==> config.mk <==
export PLATFORM = sky130hd
export DESIGN_NAME = fetch_sequencer_flat
export DESIGN_NICKNAME = d
export VERILOG_FILES = /design/src/rtl/fetch_sequencer_if.sv /design/src/rtl/fetch_sequencer.sv /design/src/flat_wrapper.sv
export SDC_FILE = /design/constraint.sdc
export NUM_CORES = 1
export LEC_CHECK = 0
export ABC_AREA = 1
export BUFFER_PORTS_ARGS = -buffer_cell sky130_fd_sc_hd__buf_2
export CAP_MARGIN = 25
export CORE_ASPECT_RATIO = 1.5
export CORE_MARGIN = 5
export CORE_UTILIZATION = 52
export CTS_CLUSTER_SIZE = 20
export DETAILED_ROUTE_END_ITERATION = 8
export PLACE_DENSITY_LB_ADDON = 0.1
export SYNTH_ARGS = -nofsm -noshare
export SYNTH_HDL_FRONTEND = slang
export SYNTH_SLANG_ARGS = --single-unit
==> constraint.sdc <==
create_clock -name clk -period 3.8 [get_ports clk]
set_input_delay 0.19 -clock clk [delete_from_list [all_inputs] [get_ports clk]]
set_output_delay 0.19 -clock clk [all_outputs]
set_load 0.01 [all_outputs]
==> src/rtl/fetch_sequencer_if.sv <==
// Fetch sequencer bundle: ROM/decoder/hold inputs and phase/PC/latched-operand outputs.
// The sequencer attaches to the slave modport; the surrounding core uses the master modport.
interface fetch_sequencer_if #(
  parameter int ADDR_W = 12,
  parameter int DATA_W = 4
);
  logic [DATA_W-1:0] romData;
  logic              hold;
  logic              twoWord;
  logic              pcLoad;
  logic [ADDR_W-1:0] pcNew;

  logic [2:0]        cycle;
  logic              sync;
  logic [ADDR_W-1:0] pcAddr;
  logic [DATA_W-1:0] opr;
  logic [DATA_W-1:0] opa;
  logic [DATA_W-1:0] opr2;
  logic [DATA_W-1:0] opa2;
  logic              secondWord;
  logic              instrValid;
  logic [ADDR_W-1:0] instrAddr;

  modport master (
    output romData, hold, twoWord, pcLoad, pcNew,
    input  cycle, sync, pcAddr, opr, opa, opr2, opa2, secondWord, instrValid, instrAddr
  );

  modport slave (
    input  romData, hold, twoWord, pcLoad, pcNew,
    output cycle, sync, pcAddr, opr, opa, opr2, opa2, secondWord, instrValid, instrAddr
  );
endinterface

==> src/rtl/fetch_sequencer.sv <==
// Eight-phase nibble fetch sequencer: PC, one/two-word operand latches, instrValid at phase 5; hold freezes all state.
// FETCH_INSTR_ADDR_EN adds the instruction-address capture register; otherwise instrAddr is tied to 0.
module fetch_sequencer #(
  parameter int ADDR_W = 12,
  parameter int DATA_W = 4
) (
  input logic              clk,
  input logic              rst,
  fetch_sequencer_if.slave bus
);

  typedef enum logic [2:0] {
    PH_A1 = 3'd0,
    PH_A2 = 3'd1,
    PH_A3 = 3'd2,
    PH_M1 = 3'd3,
    PH_M2 = 3'd4,
    PH_X1 = 3'd5,
    PH_X2 = 3'd6,
    PH_X3 = 3'd7
  } phase_e;

  phase_e            phase_q, phase_d;
  logic [ADDR_W-1:0] pc_q, pc_d;
  logic [DATA_W-1:0] opr_q, opr_d;
  logic [DATA_W-1:0] opa_q, opa_d;
  logic [DATA_W-1:0] opr2_q, opr2_d;
  logic [DATA_W-1:0] opa2_q, opa2_d;
  logic              second_q, second_d;
  logic              vld_pend_q, vld_pend_d;
  logic              load_ok;

  // A pending second word must be fetched before any jump is honoured.
  assign load_ok = bus.pcLoad && !(!second_q && bus.twoWord);

  always_ff @(posedge clk) begin
    if (rst) begin
      phase_q    <= PH_A1;
      pc_q       <= '0;
      opr_q      <= '0;
      opa_q      <= '0;
      opr2_q     <= '0;
      opa2_q     <= '0;
      second_q   <= 1'b0;
      vld_pend_q <= 1'b0;
    end else begin
      phase_q    <= phase_d;
      pc_q       <= pc_d;
      opr_q      <= opr_d;
      opa_q      <= opa_d;
      opr2_q     <= opr2_d;
      opa2_q     <= opa2_d;
      second_q   <= second_d;
      vld_pend_q <= vld_pend_d;
    end
  end

  always_comb begin
    phase_d    = phase_q;
    pc_d       = pc_q;
    opr_d      = opr_q;
    opa_d      = opa_q;
    opr2_d     = opr2_q;
    opa2_d     = opa2_q;
    second_d   = second_q;
    vld_pend_d = vld_pend_q;
    if (!bus.hold) begin
      phase_d = phase_e'(phase_q + 3'd1);
      unique case (phase_q)
        PH_M1: begin
          if (second_q) opr2_d = bus.romData;
          else          opr_d  = bus.romData;
        end
        PH_M2: begin
          if (second_q) opa2_d = bus.romData;
          else          opa_d  = bus.romData;
          vld_pend_d = second_q || !bus.twoWord;
        end
        PH_X1: vld_pend_d = 1'b0;
        PH_X3: begin
          second_d = !second_q && bus.twoWord;
          pc_d     = load_ok ? bus.pcNew : pc_q + ADDR_W'(1);
        end
        default: ;
      endcase
    end
  end

  // Pulse is qualified by hold so a stalled phase 5 still produces exactly one cycle of instrValid.
  assign bus.instrValid = (phase_q == PH_X1) && vld_pend_q && !bus.hold;
  assign bus.cycle      = phase_q;
  assign bus.sync       = (phase_q == PH_X3);
  assign bus.pcAddr     = pc_q;
  assign bus.opr        = opr_q;
  assign bus.opa        = opa_q;
  assign bus.opr2       = opr2_q;
  assign bus.opa2       = opa2_q;
  assign bus.secondWord = second_q;

`ifdef FETCH_INSTR_ADDR_EN
  logic [ADDR_W-1:0] iaddr_q;

  always_ff @(posedge clk) begin
    if (rst) begin
      iaddr_q <= '0;
    end else if (!bus.hold && (phase_q == PH_A1) && !second_q) begin
      iaddr_q <= pc_q;
    end
  end

  assign bus.instrAddr = iaddr_q;
`else
  assign bus.instrAddr = '0;
`endif

endmodule

==> src/flat_wrapper.sv <==
// flat-port wrapper written by rule: the top's interface ports become plain ports
module fetch_sequencer_flat 
#(
  parameter int ADDR_W = 12,
  parameter int DATA_W = 4
)
  (clk, rst, bus_romData, bus_hold, bus_twoWord, bus_pcLoad, bus_pcNew, bus_cycle, bus_sync, bus_pcAddr, bus_opr, bus_opa, bus_opr2, bus_opa2, bus_secondWord, bus_instrValid, bus_instrAddr);
  fetch_sequencer_if #(.ADDR_W(ADDR_W), .DATA_W(DATA_W)) bus_i ();
  input logic clk;
  input logic rst;
  input wire logic [$bits(bus_i.romData)-1:0] bus_romData;
  input wire logic [$bits(bus_i.hold)-1:0] bus_hold;
  input wire logic [$bits(bus_i.twoWord)-1:0] bus_twoWord;
  input wire logic [$bits(bus_i.pcLoad)-1:0] bus_pcLoad;
  input wire logic [$bits(bus_i.pcNew)-1:0] bus_pcNew;
  output wire logic [$bits(bus_i.cycle)-1:0] bus_cycle;
  output wire logic [$bits(bus_i.sync)-1:0] bus_sync;
  output wire logic [$bits(bus_i.pcAddr)-1:0] bus_pcAddr;
  output wire logic [$bits(bus_i.opr)-1:0] bus_opr;
  output wire logic [$bits(bus_i.opa)-1:0] bus_opa;
  output wire logic [$bits(bus_i.opr2)-1:0] bus_opr2;
  output wire logic [$bits(bus_i.opa2)-1:0] bus_opa2;
  output wire logic [$bits(bus_i.secondWord)-1:0] bus_secondWord;
  output wire logic [$bits(bus_i.instrValid)-1:0] bus_instrValid;
  output wire logic [$bits(bus_i.instrAddr)-1:0] bus_instrAddr;
  assign bus_i.romData = bus_romData;
  assign bus_i.hold = bus_hold;
  assign bus_i.twoWord = bus_twoWord;
  assign bus_i.pcLoad = bus_pcLoad;
  assign bus_i.pcNew = bus_pcNew;
  assign bus_cycle = bus_i.cycle;
  assign bus_sync = bus_i.sync;
  assign bus_pcAddr = bus_i.pcAddr;
  assign bus_opr = bus_i.opr;
  assign bus_opa = bus_i.opa;
  assign bus_opr2 = bus_i.opr2;
  assign bus_opa2 = bus_i.opa2;
  assign bus_secondWord = bus_i.secondWord;
  assign bus_instrValid = bus_i.instrValid;
  assign bus_instrAddr = bus_i.instrAddr;
  fetch_sequencer #(.ADDR_W(ADDR_W), .DATA_W(DATA_W)) u_core (.clk(clk), .rst(rst), .bus(bus_i));
endmodule
==> impl_results.md <==
- Fin Setup TNS: 0 ns
- Die area: roughly 4700 µm²
- Site row count: 26
- R2R Path Start: u_core.bus.cycle[0]
- Post-synth top flop: dfxtp_1
- Reg area: 660.6 µm²
- Post-Place Setup Slack: around 2.2 ns
- RSZ-0062 raised after global routing: no
- Antenna Nets Post-Route: 0
- Clock Tree Buf Depth: 2
- Crit path kind: reg -> reg
- Min Tclk post-route: 1.618 ns
- Via density: between 4 and 5
- CP endpoint kind: register
- Post-synth EDFFs: 0
- Area Overhead vs Synth: 18.98%
- Clock Latency Late Sink: approximately 0.28 ns
- Syn Area/Cell: between 7 and 8 µm²
- Pin count of the biggest net entering global routing: 26
- Final-report setup violation count: 0
- Combinational Power Share: around 9.0%
- Clock network fraction of total power: about two fifths
- First-pass GRT wire length: about 7000 µm
- Htree depth: 2
- Unique cell type count in the Yosys netlist: 27
- Iteration-0 DRC Markers: 55
- Worst-path cell chain: ha_1 -> ha_1 -> nand2_8 -> inv_2 -> o21ai_0 -> inv_1 -> nand2_1 -> a21oi_2
- Overall Global Routing Usage: between 10% and 20%
- Share of cells above drive strength 1: 26.82%
- CP bufs+invs: 2
- Vert. Die Dim: a little over 80 µm
- Initial DRT Pass Iterations: 4
- Syn Inst Count: 247
- Worst hold start: bus_twoWord
- Global route total overflow: 0
- Antenna Cells: 0
- #FFs+latches synth: 33
- Seq/Total Area, Yosys: roughly 37%
- Leakage: 0.9978 nW
- Max frequency: a little over 600 MHz
- CP top delay family: adder cells
- Total power: 714.6 µW
- Worst Path Required: about 4.0 ns
- Worst Hold Class: in -> reg
- Clock sinks: 33
- Worst Setup SP: u_core.bus.cycle[0]
- Normalized max-slew margin: between 50% and 60%
- Net Switching: 176.1 µW
- Final Cycle Share: 42.57%
- DRC: 0
- Slowest CP cell: dfxtp_1
- Routed Wire Length: between 4000 and 5000 µm
- Most common cell after layout, fill and taps aside: buf_2
- Final WS setup: about 2.2 ns
- Hold_buf cts: 0
- # IOs: 67
- Post-CTS resize count: 0
- Max-slew violation count: 0
- Ys Warns: 0
- Vias: roughly 1,700
- Clk pin slew, worst setup/hold paths: 0.07 ns
- Initial core utilization: around 53%
- Initial antenna violation count: 0
- Final nets: ~330
- Total of max-cap violations: 0
- Crit path max fanout: 16
- Worst EP arrival: around 1.8 ns
- Int Pwr: between 500 and 600 µW
- Cell repeated most along the worst path: ha_1
- Die Width: 57.68 µm
- TritonCTS Buffers: 5
- Critical path launch point type: register
- Worst slew pin tran: roughly 0.6 ns
- Vias in the first global route: 1,567
- Reg power frac: between 50% and 60%
- Detailed Place HPWL: around 3200 µm
- Final Hold Viols: 0
- CP peak stage delay: 0.41 ns
- Routed length per instance: around 12 µm
- Multi-input gate area: a little over 900 µm²
- Most frequent cells in the layout: buf_2 (54), nand2_1 (42), nor2_1 (34)
- Cell total after placement: roughly 340
- Asr flop ratio synth: 0%
- Port Buffers: 54
- Peak VDD IR: a little under 300 µV
- Core area: around 3400 µm²
- Fillers: around 350
- Mapped cell area: around 1800 µm²
- CTS tree: built
- Pwr/cell area: between 300 and 400 nW/µm²
- Status: completed
- Placer Congestion: around 0.77
- Clk_skew: between 0.005 and 0.006 ns
- Sw frac: approximately 25%
- Root buffer cell: clkbuf_8
- Setup bufs post-CTS: 0
- Final Non-Filler Cells: 344
## routing by layer
layer	wire length (µm)	GRT usage (%)	vias up	part of all wire [%]
met3	272	4.874	11	6.5
met2	2177	34.16	47	52
met1	1601	19.88	752	38
met5	0	0	-	0
met4	113	9.049	0	2.7
li1	-	-	886	-
## kinds of logic (layout without fill, tap and decap cells)
logic type               count (synthesis)  in the layout  share of synthesized area [%]
flip-flops                              33             33                          37.26
AND/OR/NAND/NOR                        101            101                          26.04
other                                    1             12                         0.2115
AO/OA/AOI/OAI                           58             58                          18.49
adder cells (fa/ha/maj)                  6              6                          4.234
buffers and inverters                   48             92                          13.76
## layout make-up
type | instances | share of cell area (%)
clock inverters | 1 | 0.2372
well taps | 42 | 2.491
inverters | 30 | 5.457
clock buffers | 7 | 4.567
repair buffers | 54 | 12.81
flip-flops and latches | 33 | 31.32
multi-input cells | 177 | 43.12
## power groups by stage
stage               Clock, mW  Sequential [mW]  Combinational (mW)
finish                  0.293            0.358              0.0641
global route            0.314            0.359              0.0739
CTS                     0.303            0.357              0.0644
detailed placement          0            0.365              0.0643
global placement            0            0.365              0.0640
floorplan                   0            0.367              0.0473
## path summary, 6_finish.rpt
| kind | to | slack [ns] | depth (start not counted) |
|---|---|---|---|
| worst min-delay path | u_core.vld_pend_q | 0.12 | 2 |
| worst min register to register | u_core.bus.opr2[2] | 0.45 | 2 |
| worst max register to register | u_core.bus.pcAddr[8] | 2.18 | 8 |
| worst max-delay path | u_core.bus.pcAddr[8] | 2.18 | 8 |
## registers in the layout (all words and copies together), names as in the netlist
signal and count:
u_core.bus.opa2 4, u_core.vld_pend_q 1, u_core.bus.opr 4, u_core.bus.secondWord 1, u_core.bus.opa 4, u_core.bus.opr2 4, u_core.bus.cycle 3, u_core.bus.pcAddr 12
## cell usage after synthesis (2+ instances only)
cell | count | area share [%]
nand4_1 | 2 | 0.71
buf_4 | 13 | 5.5
o21ai_0 | 28 | 7.9
nand2_1 | 42 | 8.9
a21oi_1 | 15 | 4.2
nand2_2 | 3 | 1.1
a21oi_2 | 5 | 2.5
nor2_4 | 3 | 1.9
o211ai_1 | 4 | 1.7
nand3_1 | 12 | 3.4
dfxtp_1 | 33 | 37
inv_1 | 25 | 5.3
nand3b_1 | 2 | 0.85
inv_2 | 4 | 0.85
buf_2 | 3 | 0.85
ha_1 | 6 | 4.2
nor2_1 | 34 | 7.2
o21ai_1 | 4 | 1.1
## through the flow
| stage | hold WS [ns] | util (%) | cell area [µm²] |
|---|---|---|---|
| floorplan | 0.2794 | - | 1814 |
| global placement | 0.4079 | 59.93 | 2008 |
| detailed placement | 0.4173 | 59.93 | 2008 |
| CTS | 0.1126 | 62.96 | 2110 |
| global route | 0.1302 | 62.96 | 2110 |
| finish | 0.1183 | 62.96 | 2110 |
## worst register-to-register path, stage by stage, from the launching register on
cell and delay [ns]:
dfxtp_1 0.41, ha_1 0.21, ha_1 0.28, nand2_8 0.11, inv_2 0.20, o21ai_0 0.12, inv_1 0.07, nand2_1 0.06
a21oi_2 0.10
Power figures use the tool's default switching activity.
